[src/rtl/uart_pkg.sv]
// rtl/uart_pkg.sv - shared types for the UART receive framing sequencer
package uart_pkg;

  typedef enum logic [2:0] {
    IDLE,
    LEN,
    PAYLOAD,
    CSUM,
    HOLD
  } frm_state_t;

  typedef enum logic [2:0] {
    ERR_NONE    = 3'd0,
    ERR_LEN     = 3'd1,
    ERR_CSUM    = 3'd2,
    ERR_FRAMING = 3'd3,
    ERR_TIMEOUT = 3'd4,
    ERR_OVERRUN = 3'd5
  } frm_err_t;

  localparam logic [7:0] SYNC_DEFAULT = 8'hA5;

endpackage

[src/rtl/uart_frame_buf.sv]
// rtl/uart_frame_buf.sv - payload register array, one sync write port, one async read port
module uart_frame_buf #(
  parameter int DEPTH = 16,
  parameter int AW    = 4
) (
  input  logic          clk,
  input  logic          we,
  input  logic [AW-1:0] waddr,
  input  logic [7:0]    wdata,
  input  logic [AW-1:0] raddr,
  output logic [7:0]    rdata
);

  logic [7:0] mem [DEPTH];

  always_ff @(posedge clk) begin
    if (we) mem[waddr] <= wdata;
  end

  assign rdata = mem[raddr];

endmodule

[src/rtl/uart_rx_frame_ctrl.sv]
// rtl/uart_rx_frame_ctrl.sv - assembles SYNC/LEN/payload/CSUM frames from uart_rx byte strobes
module uart_rx_frame_ctrl
  import uart_pkg::*;
#(
  parameter int         CLK_HZ        = 200_000_000,
  parameter int         BAUD          = 9600,
  parameter int         MAX_LEN       = 16,
  parameter logic [7:0] SYNC_BYTE     = SYNC_DEFAULT,
  parameter int         TIMEOUT_BYTES = 4,
  localparam int        LW            = $clog2(MAX_LEN + 1),
  localparam int        AW            = (MAX_LEN > 1) ? $clog2(MAX_LEN) : 1
) (
  input  logic          clk,
  input  logic          nrst,
  input  logic [7:0]    rx_data,
  input  logic          rx_done,
  input  logic          rx_err,
  output logic          frm_valid,
  input  logic          frm_ready,
  output logic [LW-1:0] frm_len,
  input  logic [AW-1:0] frm_rd_addr,
  output logic [7:0]    frm_rd_data,
  output logic [15:0]   frm_cnt,
  output logic          err_stb,
  output logic [2:0]    err_code
);

  localparam int TO_CYC = CLK_HZ / BAUD * 10 * TIMEOUT_BYTES;
  localparam int TW     = $clog2(TO_CYC + 1);

  frm_state_t    state, state_d;
  logic [LW-1:0] len, len_d, idx, idx_d, frm_len_d;
  logic [7:0]    sum, sum_d;
  logic [TW-1:0] to_cnt, to_d;
  logic [15:0]   cnt_d;
  frm_err_t      err_d;
  logic          we, byte_ev, active;

  assign byte_ev   = rx_done & ~rx_err;
  assign active    = (state == LEN) || (state == PAYLOAD) || (state == CSUM);
  assign frm_valid = (state == HOLD);

  uart_frame_buf #(.DEPTH(MAX_LEN), .AW(AW)) u_buf (
    .clk   (clk),
    .we    (we),
    .waddr (AW'(idx)),
    .wdata (rx_data),
    .raddr (frm_rd_addr),
    .rdata (frm_rd_data)
  );

  always_comb begin
    state_d   = state;
    len_d     = len;
    idx_d     = idx;
    sum_d     = sum;
    frm_len_d = frm_len;
    cnt_d     = frm_cnt;
    err_d     = ERR_NONE;
    we        = 1'b0;
    to_d      = (active && !byte_ev) ? to_cnt + TW'(1) : '0;

    // Framing beats timeout; timeout only fires on a cycle with no byte.
    if (active && rx_err) begin
      err_d   = ERR_FRAMING;
      state_d = IDLE;
    end else if (active && !byte_ev && to_cnt == TW'(TO_CYC - 1)) begin
      err_d   = ERR_TIMEOUT;
      state_d = IDLE;
    end else begin
      case (state)
        IDLE: begin
          if (byte_ev && rx_data == SYNC_BYTE) state_d = LEN;
        end
        LEN: begin
          if (byte_ev) begin
            if (rx_data == 8'd0 || rx_data > 8'(MAX_LEN)) begin
              err_d   = ERR_LEN;
              state_d = IDLE;
            end else begin
              len_d   = LW'(rx_data);
              sum_d   = rx_data;
              idx_d   = '0;
              state_d = PAYLOAD;
            end
          end
        end
        PAYLOAD: begin
          if (byte_ev) begin
            we    = 1'b1;
            sum_d = sum + rx_data;
            idx_d = idx + LW'(1);
            if (idx == len - LW'(1)) state_d = CSUM;
          end
        end
        CSUM: begin
          if (byte_ev) begin
            if (rx_data == sum) begin
              frm_len_d = len;
              cnt_d     = frm_cnt + 16'd1;
              state_d   = HOLD;
            end else begin
              err_d   = ERR_CSUM;
              state_d = IDLE;
            end
          end
        end
        HOLD: begin
          if (byte_ev) err_d = ERR_OVERRUN;
          if (frm_ready) state_d = IDLE;
        end
        default: state_d = IDLE;
      endcase
    end
  end

  always_ff @(posedge clk or negedge nrst) begin
    if (!nrst) begin
      state    <= IDLE;
      len      <= '0;
      idx      <= '0;
      sum      <= '0;
      to_cnt   <= '0;
      frm_len  <= '0;
      frm_cnt  <= '0;
      err_stb  <= 1'b0;
      err_code <= 3'd0;
    end else begin
      state    <= state_d;
      len      <= len_d;
      idx      <= idx_d;
      sum      <= sum_d;
      to_cnt   <= to_d;
      frm_len  <= frm_len_d;
      frm_cnt  <= cnt_d;
      err_stb  <= (err_d != ERR_NONE);
      err_code <= err_d;
    end
  end

endmodule
[config.mk]
export PLATFORM = sky130hd
export DESIGN_NAME = uart_rx_frame_ctrl
export DESIGN_NICKNAME = d
export VERILOG_FILES = /design/src/rtl/uart_pkg.sv /design/src/rtl/uart_frame_buf.sv /design/src/rtl/uart_rx_frame_ctrl.sv
export SDC_FILE = /design/constraint.sdc
export NUM_CORES = 1
export LEC_CHECK = 0
export CORE_ASPECT_RATIO = 2
export CORE_UTILIZATION = 35
export CTS_BUF_LIST = sky130_fd_sc_hd__clkbuf_4
export CTS_CLUSTER_DIAMETER = 60
export DETAILED_ROUTE_END_ITERATION = 8
export PLACE_DENSITY = 0.48
export SLEW_MARGIN = 40
export SYNTH_ARGS = -nofsm -noshare
export SYNTH_HDL_FRONTEND = slang
export SYNTH_HIERARCHICAL = 1
export SYNTH_SLANG_ARGS = --single-unit
[constraint.sdc]
create_clock -name clk -period 6.8 [get_ports clk]
set_input_delay 1.36 -clock clk [delete_from_list [all_inputs] [get_ports clk]]
set_output_delay 1.36 -clock clk [all_outputs]
set_load 0.02 [all_outputs]
### After elaboration in Yosys (flattened, before gate mapping)

Memories as Yosys holds them, arrays and structs flattened.
Index checks and enable logic that the tools add are counted.

| cells by class | value |
|---|---|
| add/subtract/negate cells | 5 |
| magnitude comparators | 1 |
| equality and inequality tests | 17 |
| multiplexer cells | 34 |
| bitwise operators | 5 |
| reductions and logical operators | 16 |

Operator list:

| operator | number |
|---|---|
| 2-to-1 mux 3 bit | 12 |
| 2-to-1 mux 8 bit | 3 |
| adder 20 x 1 -> 20 bit (second input constant) | 1 |
| equality test 20 bit (second input constant) | 1 |
| 2-to-1 mux 20 bit | 1 |
| adder 16 x 1 -> 16 bit (second input constant) | 1 |
| one-hot mux 8 bit (2 select lines) | 1 |
| 2-to-1 mux 5 bit | 3 |
| one-hot mux 3 bit (5 select lines) | 1 |
| inequality test 4 x 2 -> 1 bit (second input constant) | 3 |
| AND reduction 6 bit | 2 |
| one-hot mux 5 bit (2 select lines) | 1 |
| AND reduction 5 bit | 2 |
| one-hot mux 3 bit (3 select lines) | 1 |
| adder 8 bit | 1 |
| equality test 8 bit | 1 |
| equality test 8 bit (second input constant) | 1 |
| greater-than comparator 8 x 5 -> 1 bit (second input constant) | 1 |
| zero test 8 bit | 1 |
| 2-to-1 mux 1 bit | 8 |
| inequality test 4 x 1 -> 1 bit (second input constant) | 2 |
| equality test 3 x 2 -> 1 bit (second input constant) | 2 |
| 2-to-1 mux 2 bit | 3 |
| inequality test 2 bit (second input constant) | 3 |
| other kinds (14) | 22 |

| storage, ports and cells | value |
|---|---|
| flip-flop bits (word level) | 66 |
| bits in writable memories | 128 |
| input port bits | 17 |
| word-level logic and storage cells | 88 |
| memories kept | 1 |

Memories:

| memory | depth | bits a word | rd ports | clocked after Yosys merged registers in | write ports | line | RTL |
|---|---|---|---|---|---|---|---|
| u_buf.mem | 16 | 8 | 1 | 0 | 1 | uart_frame_buf.sv:14 | `logic [7:0] mem [DEPTH];` |

### Logic depth before layout (Yosys ltp)

| depth | value |
|---|---|
| depth in word-level cells | 9 |
| mapped depth | 8 |

### Modules after synthesis

The synthesis kept the hierarchy.

By module, submodules not included:

| module | instances | cells an instance | area an instance (µm²) | sequential area each (µm²) |
|---|---|---|---|---|
| uart_frame_buf | 1 | 221 | 4987.3 | 3843.7 |
| uart_rx_frame_ctrl | 1 | 356 | 3572.2 | 1651.6 |

### Worst setup path after synthesis

No wires, ideal clock.

| timing | value |
|---|---|
| path type | input to output |
| start | input port frm_rd_addr[0] |
| end | output port frm_rd_data[4] |
| arrival time | 2.489 ns |
| required time | 5.440 ns |
| setup slack | 2.951 ns |
| stages | 5 |
| buffers on the path | 2 |
| cells stage by stage | buf_6 buf_6 mux4_1 a22oi_1 nand2_1 |

| on the way | value |
|---|---|
| cells in the longest elaborated chain, start to end | 1 |

RTL lines:

| item | line | RTL |
|---|---|---|
| start: declaration | uart_rx_frame_ctrl.sv:21 | `input logic [AW-1:0] frm_rd_addr,` |
| memory (16 x 8 bit) | n/a |  |
| end: declaration | uart_rx_frame_ctrl.sv:22 | `output logic [7:0] frm_rd_data,` |

Every way passes these cells.

### Final worst setup path

| timing | value |
|---|---|
| start | input port frm_rd_addr[3] |
| end | output port frm_rd_data[7] |

Same word-level chain as after synthesis.

==> flow_metrics.py <==
metrics = {
    "synth": {
        "synth_area_um2": 8559,
        "ys.flop_type": "edfxtp_1",
        "synth_most_common_cell": "edfxtp_1",
        "synth_common_cells": "edfxtp_1, dfrtp_1, nand2_1, nor2_1, xnor2_1",
        "synth_nets": 606,
        "synthCells": 577,
        "synth_top_area_cell": "edfxtp_1",
        "synthArstFlopShare_pct": 34.02,
        "synth.top_cell.area_share_pct": 44.91,
        "synth_warnings": 6,
        "synth_edf_count": 128,
        "synth_cell_type_count": 62,
        "syn_avg_cell_area_um2": 14.83,
        "ys_seq_elements": 194,
        "ys_seq_area_share_pct": 64.20,
        "ys_top_cells_by_area": "edfxtp_1, dfrtp_1, mux4_2, mux4_1, xnor2_1",
    },
    "global_route": {
        "grt_use_met1_pct": 16.18,
        "grt_pass1_wl_um": 29990,
        "grt_use_met3_pct": 3.314,
        "grt.total_usage_pct": 16.32,
        "grt_max_degree": 67,
        "busiest_layer": "met2",
        "antenna_found_initial": 1,
        "gr-total-overflow": 0,
        "grt_pass1_vias": 5319,
        "use_met2_pct": 32.16,
    },
    "critical_path": {
        "crit_buf_inv": 2,
        "crit_type": "input pin to output pin",
        "cp-start-kind": "input pin",
        "cpPeakStageDelay_ns": 0.64,
        "r2r-end": "u_buf/mem[3][3]$_DFFE_PP_",
        "startpoint": "frm_rd_addr[3]",
        "cpMostUsedCell": "clkdlybuf4s50_1",
        "ff2ff_path_depth": 5,
        "path_max_fanout": 8,
        "crit_chain": "clkdlybuf4s50_1, nor2b_1, a22oi_1, nand2_1, clkdlybuf4s50_1",
        "crit_arrival_ns": 3.48,
        "crit_cells": 5,
        "r2r_slack_ns": 3.65,
        "cp_slowest_cell": "nor2b_1",
        "required_ns": 5.44,
        "end_kind": "output pin",
        "critPathTopFamily": "buffers and inverters",
        "endpoint": "frm_rd_data[7]",
        "worstReg2RegStart": "state[2]$_DFFE_PN0P_",
    },
    "clock_network": {
        "clk_pin_slew_ns": 0.16,
        "clock-sinks": 194,
        "cts_repair_resize_count": 0,
        "clock_latency_ns": 0.61,
        "clockBufferDepth": 2,
        "post_cts.repair.setup_buffers": 0,
        "cts_buffers": 17,
        "h-tree-depth": 4,
        "cts_tree": "done",
        "cts-root-buf": "clkbuf_4",
        "cts_hold_buf": 0,
    },
    "floorplanning": {
        "std_cell_rows": 80,
        "pin_count": 51,
        "coreArea_um2": 23920,
        "dieHeight_um": 223.2,
        "die_w_um": 112.6,
        "die_area_um2": 25120,
        "start_util_pct": 35.78,
    },
    "routing": {
        "drtAntennaViolNets": 0,
        "drt_pass1_iterations": 5,
        "vias": 5013,
        "drt_iter0_drc": 293,
        "wire_per_inst_um": 20.36,
        "drc_errors": 0,
        "avgViaCountPerCell": 5.350,
        "routed_wl_um": 19080,
    },
    "power_and_ir_drop": {
        "swShare_pct": 27.61,
        "p_sw_mw": 0.6513,
        "power_frac_seq_pct": 57.0,
        "ir_drop_uv": 117.5,
        "leakage_nw": 3.462,
        "pwr-share-clk_pct": 28.9,
        "combPwrFrac_pct": 14.1,
        "total_power_mw": 2.359,
        "internal_power_mw": 1.707,
        "power_density_nw_per_um2": 242.4,
    },
    "timing": {
        "setup_tns_ns": 0,
        "finalHoldViolCount": 0,
        "min_period_ns": 4.836,
        "rsz0062_at_grt": "false",
        "slew_violations": 0,
        "fmax_mhz": 206.8,
        "slew_headroom_pct": 46.12,
        "finalSetupViolations": 0,
        "tightest_slew_ns": 0.8057,
        "finalCritPeriodShare_pct": 71.12,
        "fin_skew_ns": 0.01938,
    },
    "hold_path": {
        "hold_class": "flip-flop to flip-flop",
    },
    "final_layout": {
        "fin_area_um2": 9732,
        "synthToLayoutAreaGrowth_pct": 13.70,
        "fillers": 2219,
        "fin_nets": 665,
        "drive_gt1_share_pct": 14.33,
    },
    "placement": {
        "gp_congestion": 0.8055,
        "portBuffers": 50,
        "place_area_um2": 9405,
        "place_hpwl_um": 13400,
    },
    "run_status": {
        "status": "finished clean",
    },
    "flow_run": {
        "maxCapViolations": 0,
    },
}
==> state kept, by name, summed over array words and instances, names as in the netlist <==
name	flops
u_buf/mem	128
to_cnt	20
frm_cnt	16
sum	8
frm_len	5
idx	5
len	5
err_code	3
state	3
err_stb	1
==> per-layer routing <==
layer  wire length, um  share of wire [%]  vias to the layer above
li1                  -                  -                     2345
met1              6886                 36                     2555
met2             11290                 59                       89
met3               487                2.6                       24
met4               415                2.2                        0
met5                 0                  0                        -
==> placed cells by master (no fill, tap or decap), types with 11 or more instances in the layout <==
cell type        synthesis  layout
edfxtp_1               128     128
dfrtp_1                 66      66
clkdlybuf4s50_1          0      47
nand2_1                 45      45
nor2_1                  37      25
xnor2_1                 24      24
nand3_1                 22      22
mux4_2                  18      18
clkbuf_4                 0      17
a22oi_1                 16      16
mux4_1                  14      14
nor3_1                  16      13
xor2_1                  13      13
nor2_2                   0      12
a21oi_1                 11      11
ha_1                    11      11
==> stage by stage <==
| stage | util, % | setup WS (ns) | std cells | hold WS (ns) |
|---|---|---|---|---|
| global placement | 39.10 | 1.682 | 904 | 0.4394 |
| finish | 40.68 | 1.964 | 937 | 0.4883 |
| floorplan | - | 2.951 | 577 | 0.4239 |
| global route | 40.68 | 1.860 | 937 | 0.5162 |
| detailed placement | 39.31 | 1.940 | 904 | 0.4655 |
| CTS | 40.66 | 1.935 | 936 | 0.4900 |
==> cell type report <==
type / count / area, um^2 / area share [%]
diodes: 1 / 2.502 / 0.02571
clock buffers: 17 / 127.6 / 1.311
clock inverters: 15 / 193.9 / 1.993
inverters: 11 / 41.29 / 0.4243
multi-input cells: 354 / 2960 / 30.42
flip-flops and latches: 194 / 5495 / 56.47
well taps: 287 / 359.1 / 3.690
repair buffers: 58 / 551.8 / 5.670
==> logic make-up (layout without fill, tap and decap cells) <==
kind of cell             after synthesis  count (layout)  share of synthesized area, %
adder cells (fa/ha/maj)               12              12                         1.842
other                                  0               1                             0
buffers and inverters                 29             101                         1.959
multiplexers                          45              45                         10.88
AO/OA/AOI/OAI                         73              73                         5.949
flip-flops                           194             194                         64.20
AND/OR/NAND/NOR                      187             187                         11.39
XOR/XNOR                              37              37                         3.786
==> power by group through the flow <==
stage                     logic (mW)  clock network (mW)  registers [mW]
final                          0.333               0.682            1.34
after global routing           0.368               0.751            1.35
after CTS                      0.337               0.712            1.34
after detailed placement       0.335                   0            1.37
after global placement         0.325                   0            1.36
after floorplan                0.224                   0            1.36
==> worst reg2reg max path, cell delays in order (launching register included) <==
cell,delay (ns)
dfrtp_1,0.49
nor3b_2,0.46
nand2_1,0.44
inv_2,0.34
or3b_2,0.57
nor2_2,0.51
==> worst min path at each step <==
| stage | from | end | depth (start not counted) |
|---|---|---|---|
| 3_3_place_gp | to_cnt[0]$_DFF_PN0_ | to_cnt[0]$_DFF_PN0_ | 1 |
| 2_1_floorplan | to_cnt[0]$_DFF_PN0_ | to_cnt[0]$_DFF_PN0_ | 1 |
| 6_report | frm_cnt[15]$_DFFE_PN0P_ | frm_cnt[15]$_DFFE_PN0P_ | 1 |
| 4_1_cts | to_cnt[0]$_DFF_PN0_ | to_cnt[0]$_DFF_PN0_ | 1 |
| 3_5_place_dp | frm_cnt[15]$_DFFE_PN0P_ | frm_cnt[15]$_DFFE_PN0P_ | 1 |
| 5_1_grt | to_cnt[0]$_DFF_PN0_ | to_cnt[0]$_DFF_PN0_ | 1 |
Power figures use the tool's default switching activity.
==> patch (same settings) <==
Change the parameter `CLK_HZ` from 200_000_000 to 50_000_000.
--- a/src/rtl/uart_rx_frame_ctrl.sv
+++ b/src/rtl/uart_rx_frame_ctrl.sv
@@ -2,7 +2,7 @@
 module uart_rx_frame_ctrl
   import uart_pkg::*;
 #(
-  parameter int         CLK_HZ        = 200_000_000,
+  parameter int         CLK_HZ        = 50_000_000,
   parameter int         BAUD          = 9600,
   parameter int         MAX_LEN       = 16,
   parameter logic [7:0] SYNC_BYTE     = SYNC_DEFAULT,
Function: no difference found for any inputs over 4 cycles, from zero or initial values and one cycle with nrst low; that may be too few to reach the edited logic, so the function may still have changed.
==> patch against the unedited design <==
  * The run now ends with DRC left
  * Critical path depth up 1
  * Wire length down 1.8%
  * Combinational power up 5%
  * Cell area down 2.3%
  * Total power down 4.2%
  * Sequential cell count down 2
  * Area after synthesis down 1.8%
  * Setup slack worse by 0.025 ns
  * Fmax down 0.52%
  * Critical path type unchanged
==> patch: results (changes against the unedited design) <==
- Nets: 655 (-1.5%)
- Wire length of the first global-routing pass: 29600 µm (-1.5%)
- Multiplexer share of the synthesized area: 10.7% (-0.22 points)
- Count of cell types in the netlist: 60 (-3.2%)
- Fill cell instance count of the final layout: 2153 (-3.0%)
- DRT Wirelength: 18700 µm (-1.8%)
- Via count of the first global-routing pass: 5232 (-1.6%)
- Power Internal: 1590 µW (-6.7%)
- Placer Congestion: 0.767 (-4.7%)
- Headroom to the max-slew limit: 48.0% (+1.9 points)
- Area after DPL: 9260 µm² (-1.5%)
- Skew final: 0.0264 ns (+0.00701 ns)
- Run status: finished, violations left
- Share of layout cells above drive strength 1: 15.5% (+1.2 points)
- Violations in the final reports: DRC
- Worst setup path startpoint: frm_rd_addr[1]
- Number of nets in the synthesized netlist: 595 (-1.8%)
- Number of DRC violations after detailed-routing iteration 0: 296 (+1.0%)
- Residual DRC: 4 (+4)
- Top cells by instance count after synthesis: 128 x sky130_fd_sc_hd__edfxtp_1, 64 x sky130_fd_sc_hd__dfrtp_1, 47 x sky130_fd_sc_hd__nor2_1, 43 x sky130_fd_sc_hd__nand2_1
- Worst path slowest cell: sky130_fd_sc_hd__clkdlybuf4s50_1
- Share of the yosys chip area belonging to registers: 64.8% (+0.55 points)
- Length of routed wiring on met1: 6850 µm (-0.60%)
- All-Layer GR Usage: 16.3% (-0.045 points)
- Worst reg2reg path startpoint: state[0]$_DFFE_PN0P_
- Critical path fanouts, max: 32 (+24)
- Met2 WL: 11000 µm (-2.8%)
- Data arrival time at the worst-slack endpoint: 3.50 ns (+0.02 ns)
- First drt pass iteration count: 8 (+3)
- Termination of the worst setup path: frm_rd_data[2]
## patch: final cells by class
| type | instances | area share [%] |
|---|---|---|
| repair buffers | 58 | 5.74 |
| flip-flops and latches | 192 | 57.3 |
| multi-input cells | 345 | 30.1 |
| clock buffers | 18 | 1.42 |
| well taps | 283 | 3.72 |
| inverters | 12 | 0.474 |
| diodes | 1 | 0.0263 |
| clock inverters | 14 | 1.28 |
## patch: cells by family after synthesis
group	count (synthesis)
adders and majority gates	12
buffers and inverters	29
AOI/OAI and AO/OA	67
muxes	43
DFF	192
and+or+nand+nor	181
xor gates and xnor gates	42
## patch: power groups by stage
stage / combinational [µW] / clock, µW / sequential [µW]
after floorplan: 245 / 0 / 1340
after global placement: 345 / 0 / 1350
after detailed placement: 355 / 0 / 1350
after CTS: 357 / 611 / 1330
after global routing: 390 / 651 / 1340
final: 351 / 579 / 1330
## patch: worst reg2reg max path, delay by kind of cell (launching register included)
| family | cells | cell delay (ns) |
|---|---|---|
| simple gates | 4 | 2.05 |
| flops | 1 | 0.51 |
| buf+inv | 1 | 0.32 |
## patch: worst min-delay path by stage
stage	start	to	slack, ns	cells past startpoint
3_5_place_dp	frm_cnt[15]$_DFFE_PN0P_	frm_cnt[15]$_DFFE_PN0P_	0.47	1
3_3_place_gp	frm_cnt[15]$_DFFE_PN0P_	frm_cnt[15]$_DFFE_PN0P_	0.46	1
2_1_floorplan	to_cnt[0]$_DFF_PN0_	to_cnt[0]$_DFF_PN0_	0.45	1
5_1_grt	frm_cnt[15]$_DFFE_PN0P_	frm_cnt[15]$_DFFE_PN0P_	0.50	1
6_report	frm_cnt[15]$_DFFE_PN0P_	frm_cnt[15]$_DFFE_PN0P_	0.49	1
4_1_cts	frm_cnt[15]$_DFFE_PN0P_	frm_cnt[15]$_DFFE_PN0P_	0.49	1
## patch: metal layers
| metal | vias up | track usage [%] |
|---|---|---|
| li1 | 2288 | - |
| met1 | 2508 | 16.3 |
| met2 | 89 | 31.9 |
| met3 | 17 | 3.81 |
| met4 | 0 | 5.80 |
| met5 | - | 0 |
## patch: through the flow
step                hold WS, ns  setup WS (ns)  utilization [%]  power (µW)  instances
finish                    0.486           1.94             40.6        2260        923
global route              0.495           1.80             40.6        2380        923
CTS                       0.494           1.91             40.6        2300        922
detailed placement        0.473           1.92             39.5        1710        890
global placement          0.462           1.69             39.3        1690        889
floorplan                 0.455           2.95                -        1590        566
